**src/rtl/sync_fifo_n.sv**
```systemverilog
// Single-clock FIFO of DEPTH x WIDTH with occupancy count, almost-full/empty thresholds and
// sticky overflow/underflow flags. Define SYNC_FIFO_FWFT_EN for first-word-fall-through reads.
module sync_fifo_n #(
  parameter int unsigned WIDTH    = 8,
  parameter int unsigned DEPTH    = 4,
  parameter int unsigned AF_LEVEL = DEPTH - 1,
  parameter int unsigned AE_LEVEL = 1
) (
  input  logic                     clk,
  input  logic                     reset,
  input  logic                     push,
  input  logic [WIDTH-1:0]         wdata,
  output logic                     full,
  output logic                     almost_full,
  input  logic                     pop,
  output logic [WIDTH-1:0]         rdata,
  output logic                     empty,
  output logic                     almost_empty,
  output logic [$clog2(DEPTH):0]   count,
  output logic                     overflow,
  output logic                     underflow
);

  localparam int unsigned AW = $clog2(DEPTH);
  localparam int unsigned PW = AW + 1;

  localparam logic [PW-1:0] AfCount = PW'(AF_LEVEL);
  localparam logic [PW-1:0] AeCount = PW'(AE_LEVEL);
  localparam logic [PW-1:0] FullCount = PW'(DEPTH);

  logic [WIDTH-1:0] mem [DEPTH];

  logic [PW-1:0] wptr_q, wptr_d;
  logic [PW-1:0] rptr_q, rptr_d;
  logic          overflow_q, overflow_d;
  logic          underflow_q, underflow_d;
  logic          push_ok, pop_ok;

  // Pointers carry a wrap bit, so their difference is the exact occupancy 0..DEPTH.
  assign count        = wptr_q - rptr_q;
  assign full         = (count == FullCount);
  assign empty        = (count == '0);
  assign almost_full  = (count >= AfCount);
  assign almost_empty = (count <= AeCount);
  assign overflow     = overflow_q;
  assign underflow    = underflow_q;

  assign push_ok = push & ~full;
  assign pop_ok  = pop & ~empty;

  always_comb begin
    wptr_d      = wptr_q;
    rptr_d      = rptr_q;
    overflow_d  = overflow_q;
    underflow_d = underflow_q;
    if (push_ok) begin
      wptr_d = wptr_q + 1'b1;
    end
    if (pop_ok) begin
      rptr_d = rptr_q + 1'b1;
    end
    if (push && full) begin
      overflow_d = 1'b1;
    end
    if (pop && empty) begin
      underflow_d = 1'b1;
    end
  end

  always_ff @(posedge clk) begin
    if (reset) begin
      wptr_q      <= '0;
      rptr_q      <= '0;
      overflow_q  <= 1'b0;
      underflow_q <= 1'b0;
    end else begin
      wptr_q      <= wptr_d;
      rptr_q      <= rptr_d;
      overflow_q  <= overflow_d;
      underflow_q <= underflow_d;
    end
  end

  // Storage is deliberately left unreset; the pointers alone define validity.
  always_ff @(posedge clk) begin
    if (push_ok && !reset) begin
      mem[wptr_q[AW-1:0]] <= wdata;
    end
  end

`ifdef SYNC_FIFO_FWFT_EN
  assign rdata = empty ? '0 : mem[rptr_q[AW-1:0]];
`else
  logic [WIDTH-1:0] rdata_q;

  always_ff @(posedge clk) begin
    if (reset) begin
      rdata_q <= '0;
    end else if (pop_ok) begin
      rdata_q <= mem[rptr_q[AW-1:0]];
    end
  end

  assign rdata = rdata_q;
`endif

endmodule

```
**config.mk**
```make
export PLATFORM = sky130hd
export DESIGN_NAME = sync_fifo_n
export DESIGN_NICKNAME = d
export VERILOG_FILES = /design/src/rtl/sync_fifo_n.sv
export SDC_FILE = /design/constraint.sdc
export NUM_CORES = 1
export LEC_CHECK = 0
export ABC_AREA = 1
export BUFFER_PORTS_ARGS = -buffer_cell sky130_fd_sc_hd__buf_2
export CELL_PAD_IN_SITES_DETAIL_PLACEMENT = 2
export CELL_PAD_IN_SITES_GLOBAL_PLACEMENT = 2
export CORE_ASPECT_RATIO = 0.75
export CORE_UTILIZATION = 35
export CTS_CLUSTER_DIAMETER = 80
export DETAILED_ROUTE_END_ITERATION = 6
export PLACE_DENSITY_LB_ADDON = 0.1
export SLEW_MARGIN = 20
export SYNTH_ARGS = -nofsm -noshare
export SYNTH_HDL_FRONTEND = slang
export SYNTH_SLANG_ARGS = --single-unit
```
**constraint.sdc**
```tcl
create_clock -name clk -period 3.75 [get_ports clk]
set_clock_uncertainty 0.2 [all_clocks]
set_input_delay 0 -clock clk [delete_from_list [all_inputs] [get_ports clk]]
set_output_delay 0 -clock clk [all_outputs]
set_load 0.02 [all_outputs]
```
==> results.tsv <==
metric	value	unit
Initial Util	36.6	%
iteration-0 DRC count of the detailed router	64	
EDFF count, synth	32	
Initial DRT Pass Iterations	4	
number of top-level pins	29	
setup tns final	0	ns
max_slew headroom	46.8	%
Comb pwr share	49.0	%
post-CTS sizing	0	
Fmax	0.335	GHz
crit path DAT	2.72	ns
clock buffer count from CTS	5	
clock power share	17.6	%
Post-Syn Area per Cell	8.80	sq um
Die ar.	0.00697	sq mm
r2r endpoint	mem[0][6]$_DFFE_PP_	
final core utilization	43.2	%
port bufs	28	
status	finished clean	
r2r worst-path depth	8	
Peak VDD IR	0.322	mV
Finish-stage setup viols	0	
post-synthesis cell count	264	
Nets	323	
unrepaired setup endpoints after global routing	no	
sequential share of power	33.4	%
yosys warns	0	
Synth cell types	21	
FFs w/ async S/R, synth	0	%
slew of the pin with the lowest slew margin	0.795	ns
DP Area	0.00251	sq mm
hold buffer count at cts	12	
Int Pwr	1.20	mW
Pwr Density	791	mW/mm^2
Max clock buf depth	2	
fillers	724	
Die Y	72.5	microns
first-pass GRT wire length	9.89	mm
Clock Sinks	48	
Final Max Slew Viols	0	
final hold viol count	0	
CTS tree	done	
largest net degree at the start of global routing	24	
routed via count	1805	
crit path kind	reg -> reg	
CTS clock-pin slew for the worst setup and hold paths	0.09	ns
root buf cell	clkbuf_8	
global placement routability congestion	0.764	
crit path max fanout	8	
post-CTS setup buffers	0	
Hold EP	underflow$_SDFFE_PP0P_	
Die Width	96.1	microns
Lkg Pwr	1.35	nW
Clk Latency, worst-skew pair	0.31	ns
post-layout min period	2.98	ns
Netlist Area Pre-Place	0.00232	sq mm
Worst Hold Class	reg -> reg	
GRT overflow	0	
Total Routed Length	6.17	mm
worst r2r src	wptr_q[0]$_SDFFE_PP0P_	
switch share	44.8	%
vias in the first global route	1905	
DP HPWL	4.59	mm
post-route cell area	0.00274	sq mm
CP endpoint kind	flip-flop	
Fin Hold WS	0.267	ns
layout cell share with drive strength beyond 1	17.4	%
core area	0.00635	sq mm
Psw	0.971	mW
Avg Vias per Cell	4.68	
most frequent cells in the layout	nand2_1, inv_1, edfxtp_1	
commonest non-fill, non-tap cell in the layout	nand2_1	
# rows	25	
Area Growth Syn to Fin	18.0	%
max_cap viols	0	
WL/cell	16.0	microns
Synth Register Bits	48	
Tcrit/Tclk final	79.5	%
syn_nets	283	
critical path required time	3.49	ns
Primary FF master, synth	edfxtp_1	
Min-Delay Path Depth	2	
Total GRT Usage	19.9	%
initial antenna violation count	0	
Hold Crit Start	underflow$_SDFFE_PP0P_	
sequential area share after synthesis	55.2	%
DRC viols	0	
ANT cells	0	
FF-to-FF setup slack	0.77	ns
Worst setup SP type	flip-flop	
Final ANT Viol Nets	0	
H-Tree Depth	2	
[state kept, by name, indices dropped and copies added (netlist names)]
| name | count |
|---|---|
| mem | 32 |
| overflow | 1 |
| underflow | 1 |
| rdata | 8 |
| rptr_q | 3 |
| wptr_q | 3 |
[per-layer routing]
metal / GRT usage [%] / share of wire [%] / vias to the layer above / wire [microns]
li1: - / - / 888 / -
met1: 27.7 / 49 / 870 / 3010
met2: 30.7 / 44 / 40 / 2740
met3: 5.35 / 5.5 / 7 / 337
met4: 4.64 / 1.2 / 0 / 76
met5: 0 / 0 / - / 0
[critical path, stage by stage, from the launching register on]
cell     delay (ns)
dfxtp_1        0.43
inv_1          0.12
ha_1           0.22
fa_1           0.49
nand2_1        0.08
inv_1          0.07
nand3_2        0.18
nand3_1        0.17
nor2_1         0.66
[stage by stage]
step | power (mW) | cells | worst slack [ns]
2_1_floorplan | 1.54 | 264 | 1.06
3_3_place_gp | 1.77 | 366 | 0.946
3_5_place_dp | 1.80 | 366 | 0.776
4_1_cts | 2.20 | 386 | 0.740
5_1_grt | 2.35 | 386 | 0.597
6_report | 2.17 | 386 | 0.768
[cell usage after synthesis (2+ instances only)]
| cell | count | area [sq um] |
|---|---|---|
| inv_1 | 60 | 225 |
| ha_1 | 6 | 75.1 |
| nand2_1 | 63 | 236 |
| inv_2 | 4 | 15.0 |
| dfxtp_1 | 16 | 320 |
| nand3_1 | 27 | 135 |
| nand3_2 | 7 | 70.1 |
| nor2_1 | 17 | 63.8 |
| edfxtp_1 | 32 | 961 |
| a21oi_1 | 15 | 75.1 |
| buf_6 | 3 | 33.8 |
| buf_2 | 4 | 20.0 |
| nand2_2 | 2 | 12.5 |
[worst max-delay path by stage]
stage / start / endpoint / slack (ns) / depth (start not counted)
final: wptr_q[0]$_SDFFE_PP0P_ / mem[0][6]$_DFFE_PP_ / 0.77 / 8
after floorplan: wptr_q[0]$_SDFFE_PP0P_ / mem[3][0]$_DFFE_PP_ / 1.06 / 8
after detailed placement: wptr_q[0]$_SDFFE_PP0P_ / mem[0][2]$_DFFE_PP_ / 0.78 / 8
after global placement: wptr_q[0]$_SDFFE_PP0P_ / mem[0][2]$_DFFE_PP_ / 0.95 / 8
after global routing: wptr_q[0]$_SDFFE_PP0P_ / mem[0][4]$_DFFE_PP_ / 0.60 / 8
after CTS: wptr_q[0]$_SDFFE_PP0P_ / mem[0][0]$_DFFE_PP_ / 0.74 / 8
[cell type report]
| class | count | area (sq um) | share of cell area (%) |
|---|---|---|---|
| Clock buffer | 6 | 72.6 | 2.65 |
| Timing Repair Buffer | 42 | 275 | 10.0 |
| Sequential cell | 48 | 1280 | 46.7 |
| Inverter | 64 | 240 | 8.76 |
| Tap cell | 81 | 101 | 3.70 |
| Clock inverter | 2 | 35.0 | 1.28 |
| Multi-Input combinational cell | 143 | 736 | 26.8 |
[power groups by stage]
stage,logic [mW],clock network (mW),registers [mW]
finish,1.06,0.381,0.725
global route,1.20,0.414,0.739
CTS,1.08,0.388,0.727
detailed placement,1.06,0,0.739
global placement,1.04,0,0.731
floorplan,0.762,0,0.782
[cells by family (layout without fill, tap and decap cells)]
group                      Yosys count  count (layout)  share of synthesized area, %
adders and majority gates            7               7                          4.09
and+or+nand+nor                    119             119                          23.8
AOI/OAI and AO/OA                   17              17                          3.83
DFF                                 48              48                          55.2
buffers and inverters               73             114                          13.1
No activity file was read; power rests on OpenSTA's default activity.
